`src/rtl/fifo_pkg.sv`:
```
// Shared FIFO helpers: counter sizing and the wrapping pointer increment
// used by FIFOs whose depth need not be a power of two.
package fifo_pkg;

  function automatic int cnt_width(input int depth);
    return $clog2(depth + 1);
  endfunction

  // Wraps at depth-1 -> 0 explicitly; natural overflow is only correct for 2**n depths.
  function automatic int unsigned ptr_inc(input int unsigned ptr, input int unsigned depth);
    return (ptr == depth - 1) ? 0 : ptr + 1;
  endfunction

endpackage

```
`src/rtl/fifo_level_mem.sv`:
```
// Storage array for fifo_level: synchronous write, asynchronous read, no reset.
module fifo_level_mem #(
  parameter int DATA_WIDTH = 8,
  parameter int DEPTH      = 5,
  parameter int ADDR_W     = 3
) (
  input  logic                  clk,
  input  logic                  we_i,
  input  logic [ADDR_W-1:0]     waddr_i,
  input  logic [DATA_WIDTH-1:0] wdata_i,
  input  logic [ADDR_W-1:0]     raddr_i,
  output logic [DATA_WIDTH-1:0] rdata_o
);

  logic [DATA_WIDTH-1:0] mem_q [DEPTH];

  always_ff @(posedge clk) begin
    if (we_i) mem_q[waddr_i] <= wdata_i;
  end

  assign rdata_o = mem_q[raddr_i];

endmodule

```
`src/rtl/fifo_level.sv`:
```
// Single-clock FIFO of any depth >= 2 with occupancy count, registered
// almost-full/almost-empty flags, synchronous flush and a high-water mark.
module fifo_level
  import fifo_pkg::*;
#(
  parameter  int DATA_WIDTH = 8,
  parameter  int DEPTH      = 5,
  parameter  int AF_LEVEL   = DEPTH - 1,
  parameter  int AE_LEVEL   = 1,
  localparam int CNT_W      = cnt_width(DEPTH),
  localparam int ADDR_W     = $clog2(DEPTH)
) (
  input  logic                  clk,
  input  logic                  reset_n,
  input  logic                  flush_i,
  input  logic                  hwm_clear_i,
  input  logic                  push_valid_i,
  input  logic [DATA_WIDTH-1:0] push_data_i,
  output logic                  push_grant_o,
  output logic                  pop_valid_o,
  output logic [DATA_WIDTH-1:0] pop_data_o,
  input  logic                  pop_grant_i,
  output logic [CNT_W-1:0]      level_o,
  output logic                  almost_full_o,
  output logic                  almost_empty_o,
  output logic [CNT_W-1:0]      hwm_o
);

  if (DEPTH < 2) begin : g_bad_depth
    $error("fifo_level: DEPTH must be >= 2");
  end
  if (AF_LEVEL < 1 || AF_LEVEL > DEPTH) begin : g_bad_af
    $error("fifo_level: AF_LEVEL must be in 1..DEPTH");
  end
  if (AE_LEVEL < 0 || AE_LEVEL >= DEPTH) begin : g_bad_ae
    $error("fifo_level: AE_LEVEL must be in 0..DEPTH-1");
  end

  logic [ADDR_W-1:0] wr_ptr_q, wr_ptr_d;
  logic [ADDR_W-1:0] rd_ptr_q, rd_ptr_d;
  logic [CNT_W-1:0]  level_q, level_d;
  logic [CNT_W-1:0]  hwm_q, hwm_d;
  logic              af_q, af_d;
  logic              ae_q, ae_d;
  logic              push_fire, pop_fire;

  // Handshake: a transfer fires only when valid and grant are both high on
  // the same rising edge; grants depend solely on the registered level.
  assign push_grant_o = (level_q != CNT_W'(DEPTH));
  assign pop_valid_o  = (level_q != '0);
  assign push_fire    = push_valid_i & push_grant_o;
  assign pop_fire     = pop_valid_o & pop_grant_i;

  always_comb begin
    wr_ptr_d = wr_ptr_q;
    rd_ptr_d = rd_ptr_q;
    level_d  = level_q;
    if (flush_i) begin
      wr_ptr_d = '0;
      rd_ptr_d = '0;
      level_d  = '0;
    end else begin
      if (push_fire) wr_ptr_d = ADDR_W'(ptr_inc(32'(wr_ptr_q), 32'(DEPTH)));
      if (pop_fire)  rd_ptr_d = ADDR_W'(ptr_inc(32'(rd_ptr_q), 32'(DEPTH)));
      case ({push_fire, pop_fire})
        2'b10:   level_d = level_q + CNT_W'(1);
        2'b01:   level_d = level_q - CNT_W'(1);
        default: level_d = level_q;
      endcase
    end
  end

  // Flags and the mark look at the next level so they line up with level_o.
  always_comb begin
    af_d = (level_d >= CNT_W'(AF_LEVEL));
    ae_d = (level_d <= CNT_W'(AE_LEVEL));
    if (flush_i)          hwm_d = '0;
    else if (hwm_clear_i) hwm_d = level_d;
    else                  hwm_d = (level_d > hwm_q) ? level_d : hwm_q;
  end

  always_ff @(posedge clk or negedge reset_n) begin
    if (!reset_n) begin
      wr_ptr_q <= '0;
      rd_ptr_q <= '0;
      level_q  <= '0;
      hwm_q    <= '0;
      af_q     <= 1'b0;
      ae_q     <= 1'b1;
    end else begin
      wr_ptr_q <= wr_ptr_d;
      rd_ptr_q <= rd_ptr_d;
      level_q  <= level_d;
      hwm_q    <= hwm_d;
      af_q     <= af_d;
      ae_q     <= ae_d;
    end
  end

  fifo_level_mem #(
    .DATA_WIDTH (DATA_WIDTH),
    .DEPTH      (DEPTH),
    .ADDR_W     (ADDR_W)
  ) u_mem (
    .clk     (clk),
    .we_i    (push_fire & ~flush_i),
    .waddr_i (wr_ptr_q),
    .wdata_i (push_data_i),
    .raddr_i (rd_ptr_q),
    .rdata_o (pop_data_o)
  );

  assign level_o        = level_q;
  assign almost_full_o  = af_q;
  assign almost_empty_o = ae_q;
  assign hwm_o          = hwm_q;

endmodule

```
`config.mk`:
```
export PLATFORM = sky130hd
export DESIGN_NAME = fifo_level
export DESIGN_NICKNAME = d
export VERILOG_FILES = /design/src/rtl/fifo_pkg.sv /design/src/rtl/fifo_level_mem.sv /design/src/rtl/fifo_level.sv
export SDC_FILE = /design/constraint.sdc
export NUM_CORES = 1
export LEC_CHECK = 0
export ABC_AREA = 1
export CAP_MARGIN = 20
export CORE_MARGIN = 4
export CORE_UTILIZATION = 45
export CTS_BUF_LIST = sky130_fd_sc_hd__clkbuf_8 sky130_fd_sc_hd__clkbuf_16
export DETAILED_ROUTE_END_ITERATION = 8
export PLACE_DENSITY = 0.74
export SYNTH_ARGS = -nofsm -noshare
export SYNTH_HDL_FRONTEND = slang
export SYNTH_SLANG_ARGS = --single-unit
export TNS_END_PERCENT = 5
```
`constraint.sdc`:
```
create_clock -name clk -period 3.42 [get_ports clk]
set_input_delay 0.513 -clock clk [delete_from_list [all_inputs] [get_ports clk]]
set_output_delay 0.513 -clock clk [all_outputs]
set_load 0.01 [all_outputs]
```
# Yosys cells after proc, flatten, opt, wreduce, memory -nomap -nowiden
# Memory sizes are Yosys's and may differ from the RTL's.
# Index checks and enable logic that the tools add are counted.
# totals
ff_bits	14
latchBits	0
ramBits	40
mem_bits_ro	0
inputBits	14
output_inout_bits	18
elab_cells	40
memories	1
# memory_table
memory	depth	width	read_ports	rd_clocked_by_memory_dff	write_ports	line	text
u_mem.mem_q	5	8	1	0	1	fifo_level_mem.sv:15	logic [DATA_WIDTH-1:0] mem_q [DEPTH];
# classes
add_sub_neg	4
n_mul	0
div	0
magnitude_cmp	3
eq_ne	5
shift	0
muxes	13
bitwise_logic	4
n_reduce_logical	4
# ops
cell	n
$mux W3	10
$add A3 B1 Y3 const B	3
$eq A3 B3 Y1 const B	2
$pmux W3 S2	1
$reduce_bool A3 Y1	2
$reduce_bool A2 Y1	2
$and A1 B1 Y1	3
$ge A3 B3 Y1 const B	1
$gt A3 B3 Y1	1
$le A3 B1 Y1 const B	1
$ne A3 B3 Y1 const B	1
$sub A3 B1 Y3 const B	1
$eq A2 B1 Y1 const B	1
$eq A2 B2 Y1 const B	1
$mux W1	2
$not A1 Y1	1

# Longest topological paths before layout
# Gate-level depths: netlist of run 1.
# logic_depth
word_depth	9
mapped_depth	18
mapped_depth_nobuf	18

# Hierarchy
# Synthesis of run 1 repeated with hierarchy kept, for this count alone.
# unflattened
hier_cells	270
area_unflattened_um2	2547.4
# by_module_without_submodules
mod	instances	cells_per_inst	area_each_um2	seq_area_each_um2
fifo_level_mem	1	171	1741.7	1201.2
fifo_level	1	99	805.8	326.6

# Least setup slack after synthesis of run 1
# Ideal clock, no wire load.
# synth_path
path_kind	register to register
start	reg level_q[1], in the netlist level_o[1]
end	reg hwm_q[2], in the netlist hwm_o[2]
setup_ns	0.117
arrival_ns	2.617
path_slack_ns	0.686
stages_incl_launch_ff	19
path_buffers	0
synth_period_minus_slack_ns	2.734
cell_sequence	dfrtp_1 > nor2_1 > nand2_1 > nand2_1 > inv_1 > ha_1 > fa_1 > nand2_1 > nand2_1 > nor2_1 > nor2_1 > nor2_1 > ha_1 > a21oi_1 > o21ai_0 > nand2_1 > nand2_1 > nand2_1 > nand2_1
# synth_between
elab_chain_len	8
elab_cells_between_ends	15
# synth_lines
item	line	text
start: declaration	fifo_level.sv:41	logic [CNT_W-1:0] level_q, level_d;
start signal: assignment	fifo_level.sv:93	level_q <= level_d;
$reduce_bool A3 Y1 (*)	fifo_level.sv:50	assign pop_valid_o = (level_q != '0);
named net pop_valid_o	fifo_level.sv:20	output logic pop_valid_o,
$and A1 B1 Y1 (*)	fifo_level.sv:52	assign pop_fire = pop_valid_o & pop_grant_i;
$eq A2 B1 Y1 or $eq A2 B2 Y1 (tied branches)	fifo_level.sv:65	case ({push_fire, pop_fire})
$pmux W3 S2 (*)	fifo_level.sv:65	
$mux W3 (*)	fifo_level.sv:58	if (flush_i) begin
parallel branches: the longest is 3 deep, another holds $gt A3 B3 Y1	n/a	
end signal: assignment	fifo_level.sv:94	hwm_q <= hwm_d;
end: declaration	fifo_level.sv:42	logic [CNT_W-1:0] hwm_q, hwm_d;
# Mark *: on every way through the listed nets, which the timed path passes. The select of a mux whose other input is x is not followed.
# A chain may end at the register's enable or synchronous reset.

# Worst setup path after layout of run 1
# layout_path
start	in push_valid_i
end	reg hwm_q[2], in the netlist hwm_o[2]
# layout_between
elab_chain_len	7
elab_cells_between_ends	10
# layout_lines
item	line	text
start: declaration	fifo_level.sv:17	input logic push_valid_i,
$and A1 B1 Y1 (*)	fifo_level.sv:51	assign push_fire = push_valid_i & push_grant_o;
$eq A2 B1 Y1 or $eq A2 B2 Y1 (tied branches)	fifo_level.sv:65	
$pmux W3 S2 (*)	fifo_level.sv:65	
$mux W3 (*)	fifo_level.sv:58	
parallel branches: the longest is 3 deep, another holds $gt A3 B3 Y1	n/a	
# Every way passes the cells marked *. The select of a mux whose other input is x is not followed.

==> results of run 1 <==
metrics by stage:
| stage | instances | util [%] | power (W) | area (µm²) | hold WS [ns] |
|---|---|---|---|---|---|
| after global routing | 322 | 55.6 | 0.00192 | 2820 | 0.599 |
| after global placement | 314 | 54.0 | 0.00147 | 2740 | 0.552 |
| after CTS | 322 | 55.6 | 0.00181 | 2820 | 0.566 |
| after floorplan | 213 | - | 0.00121 | 2350 | 0.217 |
| after detailed placement | 314 | 54.0 | 0.00149 | 2740 | 0.545 |
| final | 322 | 55.6 | 0.00179 | 2820 | 0.559 |
logic make-up after synthesis:
family                   Yosys count
adder cells (fa/ha/maj)            9
buffers and inverters             22
AO/OA/AOI/OAI                     39
flip-flops                        53
AND/OR/NAND/NOR                   90
state kept, by name (all words and copies together) (netlist names):
register / flops
almost_empty_o: 1
almost_full_o: 1
wr_ptr_q: 3
level_o: 2
hwm_o: 3
rd_ptr_q: 3
u_mem.mem_q: 40
synth_stat cells:
cell type  instances
nand2_1           48
edfxtp_1          40
o21ai_0           25
nor2_1            19
inv_1             14
dfrtp_1           12
ha_1               8
o22ai_1            8
nor2_2             7
nand3_1            6
a21oi_1            4
nor3_1             4
inv_2              3
nand4_1            3
buf_4              2
buf_6              2
nand2_2            2
clkinv_1           1
dfstp_2            1
fa_1               1
nor2_4             1
o21ai_1            1
o21bai_1           1
power by group through the flow:
stage | sequential [W] | combinational (W) | clock (W)
2_1_floorplan | 0.000824 | 0.000385 | 0
3_3_place_gp | 0.000834 | 0.000640 | 0
3_5_place_dp | 0.000835 | 0.000654 | 0
4_1_cts | 0.000821 | 0.000656 | 0.000330
5_1_grt | 0.000834 | 0.000727 | 0.000363
6_report | 0.000819 | 0.000646 | 0.000324
per-layer routing:
layer,global-route usage (%),share of wire (%),up-vias
li1,-,-,807
met1,20.1,47,749
met2,23.7,48,26
met3,4.48,3.4,6
met4,4.73,1.4,0
met5,0,0,-
area by class of cell:
type | count | area (µm²)
Timing Repair Buffer | 35 | 340
Fill cell | 458 | 2250
Clock inverter | 3 | 12.5
Multi-Input combinational cell | 138 | 716
Sequential cell | 53 | 1530
Tap cell | 70 | 87.6
Clock buffer | 5 | 68.8
Inverter | 18 | 67.6
worst paths after layout:
kind / start / end / slack, ns / cells past startpoint
max in group asynchronous: reset_n / wr_ptr_q[0] / 2.45 / 1
min: hwm_o[2] / hwm_o[2] / 0.56 / 2
min in group asynchronous: reset_n / rd_ptr_q[1] / 0.59 / 1
max: push_valid_i / hwm_o[2] / 0.52 / 16
max reg2reg: almost_full_o / hwm_o[2] / 0.53 / 18
min reg2reg: hwm_o[2] / hwm_o[2] / 0.56 / 2
worst min-delay path: stages, from the launching register on:
cell and delay (ns):
dfrtp_1 0.38, nand3_1 0.08, nand2_1 0.06
==> results.py, run 1 <==
metrics = {
    "status": {
        "status": "complete, no violations",
    },
    "die": {
        "placeableCoreArea_um2": 5070,
        "initial_core_util_pct": 46.3,
        "die_height_um": 80.2,
        "row_count": 26,
        "fp.dieArea_um2": 6440,
        "die_x_um": 80.2,
        "floorplan.io_pins": 32,
    },
    "timing": {
        "worst_clock_skew_ns": 0.00746,
        "unrepaired_setup_endpoints_after_global_routing": "false",
        "fin_setup_tns_ns": 0,
        "fmaxAchievable_mhz": 344,
        "final_worst_path_cycle_share_pct": 84.9,
        "tightest_slew_ns": 0.773,
        "max-slew-margin-rel_pct": 48.3,
        "period_minus_slack_ns": 2.90,
        "report.final.hold_viol_count": 0,
        "slew_violations": 0,
        "post-route-worst-setup-slack_ns": 0.517,
        "setup_viol_count_final": 0,
    },
    "global_route": {
        "grt_first_pass_wirelength_um": 7290,
        "number_of_antenna_violations_at_the_first_check_in_global_routing": 0,
        "overflow": 0,
        "gr-usage-all-layers_pct": 15.1,
        "grt_pass1_vias": 1517,
        "maximum_number_of_pins_on_one_net_before_global_route_repair": 20,
    },
    "synthesis": {
        "yosys.area.top_type_share_pct": 51.1,
        "synth-seq-cells": 53,
        "synthAdderAreaFrac_pct": 5.11,
        "synth_top_cell_by_area": "edfxtp_1",
        "yosys_warnings": 0,
        "ys_types": 23,
        "post_synth_mux_area_share_pct": 0,
        "synth.yosys.seq_area_share_pct": 65.1,
        "synthXorXnorAreaFrac_pct": 0,
        "synth_top_family_by_area": "simple AND/OR/NAND/NOR gates",
        "synthesized_area_per_cell_um2": 11.0,
        "syn-cell-area_um2": 2350,
        "synthCells": 213,
        "synth_simple_gate_area_share_pct": 16.5,
        "postSynthNetCount": 236,
        "synth_compound_gate_area_share_pct": 8.84,
        "largest_cells_by_area_after_synthesis": "edfxtp_1 (51%), dfrtp_1 (13%), nand2_1 (7.7%)",
    },
    "clock_tree": {
        "post-cts-setup-buffers": 0,
        "hold_buffers": 0,
        "cts-resized-gates": 0,
        "clock_tree.htree_level_count": 2,
        "cts_root_buf": "clkbuf_8",
        "tritoncts": "yes",
        "cts-buffers-inserted": 5,
        "clk_pin_slew_ns": 0.08,
        "clock_insertion_delay_at_the_later_pin_of_the_skew_report_ns": 0.29,
        "numClockSinks": 53,
        "cts_buffer_depth": 2,
    },
    "route": {
        "finalWirelength_um": 4440,
        "drt_iter0_markers": 59,
        "drt_first_pass_iters": 4,
        "antenna_violating_nets_post_route": 0,
        "wl_per_cell_um": 13.8,
        "viasPerCell": 4.93,
        "via_count": 1588,
        "route.detailed.drc": 0,
    },
    "placement": {
        "port-buffer-count": 31,
        "place_congestion": 0.858,
        "place_ws_ns": 0.203,
        "hpwlAfterDp_um": 3060,
    },
    "setup_path": {
        "timing_worst_setup_path_type": "in -> reg",
        "critical_path_required_ns": 3.61,
        "worst-endpoint-arrival_ns": 3.09,
        "path_max_fanout": 4,
        "critical_path.top_delay_family": "adder cells",
        "worstPathBufferInverterCount": 1,
        "critical-path-top-cell-by-count": "nand2_1",
        "cpMaxStageDelayCell": "clkdlybuf4s50_1",
        "slowest_delay_ns": 0.47,
        "startpoint_type": "input pin",
        "critical_path.cell_chain": "clkdlybuf4s50_1 -> nand2_2 -> ha_1 -> fa_1 -> nand2_1 -> nand2_1 -> nor2_1 -> nor2_1 -> nor2_1 -> ha_1 -> a21oi_1 -> o21ai_0 -> nand2_1 -> nand2_1 -> nand2_1 -> nand2_1",
        "cp-end-kind": "flip-flop",
    },
    "run": {
        "max_cap_violations": 0,
    },
    "pwr": {
        "p_int_w": 0.00120,
        "netSwitchingPower_w": 0.000594,
        "power.density_nw_per_um2": 635,
        "seq_power_share_pct": 45.8,
        "share_clk_of_total_power_pct": 18.1,
        "combinationalPowerShare_pct": 36.1,
        "peakVddDrop_mv": 0.371,
        "p_sw_share_pct": 33.2,
        "power_leakage_nw": 1.10,
    },
    "hold_path": {
        "worstHoldPathType": "reg -> reg",
    },
    "final_layout": {
        "leading_cell_types_in_the_layout_fill_and_taps_excluded": "nand2_1 (48), edfxtp_1 (40), clkdlybuf4s50_1 (31), o21ai_0 (25), nor2_1 (19)",
        "finish.net_count": 274,
        "final_common_cell": "nand2_1",
        "final_layout_size_suffix_gt1_share_pct": 9.52,
        "area_growth_syn_to_layout_pct": 20.1,
        "antenna_cells_inserted": 0,
    },
}
Note: power is estimated with default switching activity, not from simulation.
==> run 2: changes to the inputs <==
- clock period: 3.42 -> 3 ns (I/O delays scaled with it)
==> results.py, run 2 (synthesis gave the netlist of run 1 again) <==
metrics = {
    "status": {
        "status": "complete, no violations",
    },
    "run": {
        "max_cap_violations": 0,
    },
    "route": {
        "antenna_violating_nets_post_route": 0,
        "route.detailed.drc": 0,
        "wl_per_cell_um": 13.8,
        "via_count": 1649,
        "finalWirelength_um": 4570,
        "drt_iter0_markers": 81,
        "drt_first_pass_iters": 4,
        "viasPerCell": 4.97,
    },
    "setup_path": {
        "timing_worst_setup_path_type": "reg -> reg",
        "worst-endpoint-arrival_ns": 2.91,
        "worstPathBufferInverterCount": 2,
        "critical_path.top_delay_family": "simple AND/OR/NAND/NOR gates",
        "critical_path.cell_chain": "inv_1 -> nand2_1 -> nand2_1 -> inv_1 -> ha_1 -> fa_2 -> nand2_1 -> nand2_1 -> nor2_1 -> nor2_1 -> nor2_1 -> ha_1 -> a21oi_1 -> o21ai_0 -> nand2_1 -> nand2_1 -> nand2_1 -> nand2_1",
        "worstSetupStartpoint": "level_o[0]",
        "timing.reg2reg.setup_slack_ns": 0.29,
        "critical-path-top-cell-by-count": "nand2_1",
        "path_max_fanout": 5,
        "worstSetupPathDepth": 18,
        "startpoint_type": "flip-flop",
        "endpoint": "hwm_o[2]",
        "r2r_cells": 18,
        "critical_path_required_ns": 3.20,
        "r2r_start": "level_o[0]",
        "reg2reg_to": "hwm_o[2]",
        "cpMaxStageDelayCell": "dfrtp_1",
        "cp-end-kind": "flip-flop",
        "slowest_delay_ns": 0.45,
    },
    "final_layout": {
        "area_growth_syn_to_layout_pct": 23.8,
        "final_cells": 332,
        "max_flop_register": "u_mem.mem_q",
        "final_layout_size_suffix_gt1_share_pct": 13.7,
        "final_area_um2": 2910,
        "antenna_cells_inserted": 0,
        "num-fill-cells": 451,
        "leading_cell_types_in_the_layout_fill_and_taps_excluded": "nand2_1 (48), edfxtp_1 (40), clkdlybuf4s50_1 (31), o21ai_0 (25), nor2_1 (19)",
        "final_common_cell": "nand2_1",
        "finish.net_count": 284,
        "largest_register_ff_count": 40,
        "post-route-util_pct": 57.3,
    },
    "timing": {
        "tightest_slew_ns": 0.593,
        "final_worst_path_cycle_share_pct": 90.3,
        "finalHoldWorstSlack_ns": 0.521,
        "period_minus_slack_ns": 2.71,
        "worst_clock_skew_ns": 0.00665,
        "report.final.hold_viol_count": 0,
        "post-route-worst-setup-slack_ns": 0.290,
        "fmaxAchievable_mhz": 369,
        "max-slew-margin-rel_pct": 60.4,
        "unrepaired_setup_endpoints_after_global_routing": "false",
        "setup_viol_count_final": 0,
        "slew_violations": 0,
    },
    "die": {
        "row_count": 26,
        "die_x_um": 80.2,
        "fp.dieArea_um2": 6440,
        "floorplan.io_pins": 32,
        "die_height_um": 80.2,
        "placeableCoreArea_um2": 5070,
        "initial_core_util_pct": 46.3,
    },
    "global_route": {
        "number_of_antenna_violations_at_the_first_check_in_global_routing": 0,
        "grt_use_met3_pct": 3.36,
        "gr-usage-all-layers_pct": 15.7,
        "grt_pass1_vias": 1594,
        "layer_with_the_highest_usage": "met2",
        "grt_first_pass_wirelength_um": 7480,
        "globalRouteMet2Util_pct": 26.0,
        "overflow": 0,
        "maximum_number_of_pins_on_one_net_before_global_route_repair": 20,
        "grtUsageMet1_pct": 19.6,
    },
    "clock_tree": {
        "post-cts-setup-buffers": 0,
        "cts-buffers-inserted": 5,
        "tritoncts": "yes",
        "cts_root_buf": "clkbuf_8",
        "numClockSinks": 53,
        "clk_pin_slew_ns": 0.08,
        "hold_buffers": 0,
        "cts_buffer_depth": 2,
        "cts-resized-gates": 0,
        "clock_tree.htree_level_count": 2,
        "clock_insertion_delay_at_the_later_pin_of_the_skew_report_ns": 0.30,
    },
    "placement": {
        "dpl-instance-area_um2": 2810,
        "placed_cells_incl_taps": 324,
        "place_congestion": 0.824,
        "place_ws_ns": -0.0516,
        "hpwlAfterDp_um": 3230,
        "port-buffer-count": 31,
    },
    "hold_path": {
        "worstHoldPathType": "in -> async",
    },
    "pwr": {
        "peakVddDrop_mv": 0.379,
        "power.density_nw_per_um2": 725,
        "power_leakage_nw": 1.15,
    },
}
[run 2: final cells by class]
type | count | area [µm²] | share of cell area (%)
tap | 70 | 87.6 | 3.01
multi-input combinational | 138 | 718 | 24.7
sequential | 53 | 1530 | 52.6
clock inverter | 2 | 7.51 | 0.258
inverter | 18 | 67.6 | 2.32
timing repair buffer | 45 | 415 | 14.3
clock buffer | 6 | 82.6 | 2.84
[run 2: through the flow]
step	TNS [ns]	total power (W)
floorplan	0	0.00138
global placement	0	0.00172
detailed placement	-0.138	0.00173
CTS	0	0.00212
global route	0	0.00226
finish	0	0.00211
[run 2: metal layers]
layer  up-vias  wire length [µm]
met5         -                 0
met4         0                60
met3         8               205
met2        31              2300
met1       781              2010
li1        829                 -
[run 2: worst min-delay path by stage]
stage,from,to,slack [ns],cells after the start
3_3_place_gp,hwm_o[0],hwm_o[0],0.54,2
3_5_place_dp,hwm_o[1],hwm_o[1],0.55,2
2_1_floorplan,reset_n,almost_full_o,0.15,0
4_1_cts,reset_n,hwm_o[0],0.54,1
5_1_grt,reset_n,level_o[0],0.55,1
6_report,reset_n,level_o[0],0.52,1
[run 2: power breakdown]
group	switching, W	internal [W]
registers	0.0000652	0.000857
clock network	0.000210	0.000182
logic	0.000411	0.000382
total	0.000686	0.00142
[run 2: worst register-to-register path, cell delays in order (launching register included)]
cell and delay [ns]:
dfrtp_1 0.45, inv_1 0.11, nand2_1 0.07, nand2_1 0.08, inv_1 0.07, ha_1 0.22
fa_2 0.36, nand2_1 0.08, nand2_1 0.05, nor2_1 0.08, nor2_1 0.06, nor2_1 0.15
ha_1 0.28, a21oi_1 0.14, o21ai_0 0.08, nand2_1 0.11, nand2_1 0.10, nand2_1 0.08
nand2_1 0.04
==> run 3: changes to the inputs <==
- PLACE_DENSITY: 0.74 -> 0.73
- SYNTH_HIERARCHICAL: unset -> 1
==> results.py, run 3 <==
metrics = {
    "clock_tree": {
        "tritoncts": "yes",
        "numClockSinks": 53,
        "post-cts-setup-buffers": 0,
        "cts_buffer_depth": 2,
        "clk_pin_slew_ns": 0.09,
        "cts-buffers-inserted": 5,
        "cts_root_buf": "clkbuf_8",
        "clock_insertion_delay_at_the_later_pin_of_the_skew_report_ns": 0.30,
        "hold_buffers": 0,
        "cts-resized-gates": 0,
        "clock_tree.htree_level_count": 2,
    },
    "timing": {
        "period_minus_slack_ns": 2.79,
        "unrepaired_setup_endpoints_after_global_routing": "false",
        "fin_setup_tns_ns": 0,
        "report.final.hold_viol_count": 0,
        "final_worst_path_cycle_share_pct": 93.1,
        "max-slew-margin-rel_pct": 60.3,
        "tightest_slew_ns": 0.594,
        "setup_viol_count_final": 0,
        "worst_clock_skew_ns": 0.0105,
        "fmaxAchievable_mhz": 358,
        "slew_violations": 0,
    },
    "setup_path": {
        "critical_path_required_ns": 3.19,
        "critical_path.cell_chain": "nor2_1 -> nand2_1 -> nand2_1 -> inv_2 -> ha_1 -> fa_1 -> nand2_1 -> nand2_1 -> nor2_1 -> nor2_1 -> nor2_1 -> ha_1 -> a21oi_1 -> o21ai_0 -> nand2_1 -> nand2_1 -> nand2_1 -> nand2_1",
        "path_max_fanout": 6,
        "startpoint_type": "flip-flop",
        "critical-path-top-cell-by-count": "nand2_1",
        "worst-endpoint-arrival_ns": 2.98,
        "cp-end-kind": "flip-flop",
        "timing_worst_setup_path_type": "reg -> reg",
        "cpMaxStageDelayCell": "dfrtp_1",
        "slowest_delay_ns": 0.45,
        "timing.reg2reg.setup_slack_ns": 0.21,
    },
    "synthesis": {
        "synth_flop_cell": "edfxtp_1",
        "yosys.cell_count.top_type": "nand2_1",
        "ys_types": 27,
        "synthAdderAreaFrac_pct": 4.72,
        "syn-cell-area_um2": 2550,
        "synthCells": 270,
        "synth_top_cell_by_area": "edfxtp_1",
        "post_synth_most_frequent_cells": "nand2_1 (89), inv_1 (49), edfxtp_1 (40)",
        "ys_async_sr_fraction_pct": 24.5,
        "yosys_warnings": 6,
        "synth_compound_gate_area_share_pct": 2.70,
        "post_synth_mux_area_share_pct": 0,
        "synth_edf_count": 40,
        "synth_simple_gate_area_share_pct": 22.6,
        "synth_top_family_by_area": "simple AND/OR/NAND/NOR gates",
        "synthesized_area_per_cell_um2": 9.43,
        "synth-seq-cells": 53,
        "postSynthNetCount": 293,
        "yosys.area.top_type_share_pct": 47.2,
        "synth.yosys.seq_area_share_pct": 60.0,
        "largest_cells_by_area_after_synthesis": "edfxtp_1 (47%), nand2_1 (13%), dfrtp_1 (12%)",
        "synthXorXnorAreaFrac_pct": 0,
    },
    "pwr": {
        "peakVddDrop_mv": 0.469,
        "fin_total_pwr_w": 0.00227,
        "power_leakage_nw": 1.42,
        "power.density_nw_per_um2": 731,
    },
    "final_layout": {
        "num-fill-cells": 490,
        "largest_register_ff_count": 40,
        "leading_cell_types_in_the_layout_fill_and_taps_excluded": "nand2_1 (89), inv_1 (50), edfxtp_1 (40), clkdlybuf4s50_1 (31), nand3_1 (26)",
        "final_area_um2": 3110,
        "final_layout_size_suffix_gt1_share_pct": 10.8,
        "antenna_cells_inserted": 0,
        "post-route-util_pct": 56.5,
        "area_growth_syn_to_layout_pct": 22.1,
        "finish.net_count": 338,
        "final_common_cell": "nand2_1",
        "max_flop_register": "u_mem/mem_q",
    },
    "placement": {
        "dpl-instance-area_um2": 3000,
        "port-buffer-count": 31,
        "place_congestion": 0.829,
        "hpwlAfterDp_um": 3590,
    },
    "die": {
        "die_height_um": 83.2,
        "fp.dieArea_um2": 6930,
        "row_count": 27,
        "initial_core_util_pct": 46.3,
        "die_x_um": 83.2,
        "floorplan.io_pins": 32,
        "placeableCoreArea_um2": 5510,
    },
    "global_route": {
        "gr-usage-all-layers_pct": 15.1,
        "maximum_number_of_pins_on_one_net_before_global_route_repair": 17,
        "number_of_antenna_violations_at_the_first_check_in_global_routing": 0,
        "overflow": 0,
        "grt_pass1_vias": 1735,
        "grt_first_pass_wirelength_um": 8360,
    },
    "route": {
        "route.detailed.drc": 0,
        "viasPerCell": 4.74,
        "drt_iter0_markers": 75,
        "wl_per_cell_um": 12.9,
        "drt_first_pass_iters": 4,
        "via_count": 1838,
        "finalWirelength_um": 5010,
        "antenna_violating_nets_post_route": 0,
    },
    "status": {
        "status": "complete, no violations",
    },
    "run": {
        "max_cap_violations": 0,
    },
    "hold_path": {
        "worstHoldPathType": "in -> async",
    },
}
==> run 3: cell count changes after synthesis, sizes merged <==
cell and change:
o22ai -8, clkinv -1, buf +2, o21ai -18, inv +38, nand3 +20, or2 +3, a21oi -2
nor2 -16, nand2 +39
==> run 3: cell families (layout without fill, tap and decap cells) <==
logic type      after synthesis  in the layout
fa+ha+maj                     9              9
simple gates                136            136
flops                        53             53
buf+inv                      61            107
compound gates               11             11
==> run 3: worst max-delay path, delay by kind of cell (launching register included) <==
| family | cells | cell delay, ns |
|---|---|---|
| AND/OR/NAND/NOR | 12 | 1.04 |
| flip-flops | 1 | 0.45 |
| buffers and inverters | 1 | 0.04 |
| AO/OA/AOI/OAI | 2 | 0.24 |
| adder cells (fa/ha/maj) | 3 | 0.92 |
==> run 3: path summary, 6_finish.rpt <==
kind                          startpoint          end  cells after the start
setup / recovery           almost_full_o     hwm_o[2]                     18
min in group clk                hwm_o[1]     hwm_o[1]                      2
max in group asynchronous        reset_n     hwm_o[2]                      1
hold reg to reg                 hwm_o[1]     hwm_o[1]                      2
hold / removal                   reset_n  rd_ptr_q[0]                      1
setup reg to reg           almost_full_o     hwm_o[2]                     18
==> run 3: stage by stage <==
step                std cells  setup slack, ns  hold WS (ns)
floorplan                 270            0.288         0.154
global placement          380           0.0462         0.528
detailed placement        380          -0.0771         0.549
CTS                       388            0.203         0.533
global route              388          0.00181         0.569
finish                    388            0.208         0.521
==> run 3: routing by layer <==
layer | track usage [%] | vias to the layer above | share of wire, %
met5 | 0 | - | 0
met4 | 3.71 | 0 | 0.96
met3 | 3.27 | 4 | 3.5
met2 | 25.9 | 33 | 49
met1 | 19.5 | 863 | 46
li1 | - | 938 | -
==> run 3: cell type report <==
cell class / count / area (µm²) / area share [%]
Inverter: 55 / 209 / 6.72
Multi-Input combinational cell: 156 / 764 / 24.6
Clock inverter: 3 / 42.5 / 1.37
Timing Repair Buffer: 44 / 408 / 13.1
Tap cell: 72 / 90.1 / 2.90
Clock buffer: 5 / 68.8 / 2.21
Sequential cell: 53 / 1530 / 49.1
==> run 3: power breakdown <==
part,switching [W],internal (W)
logic,0.000453,0.000416
registers,0.0000773,0.000857
clock network,0.000222,0.000247
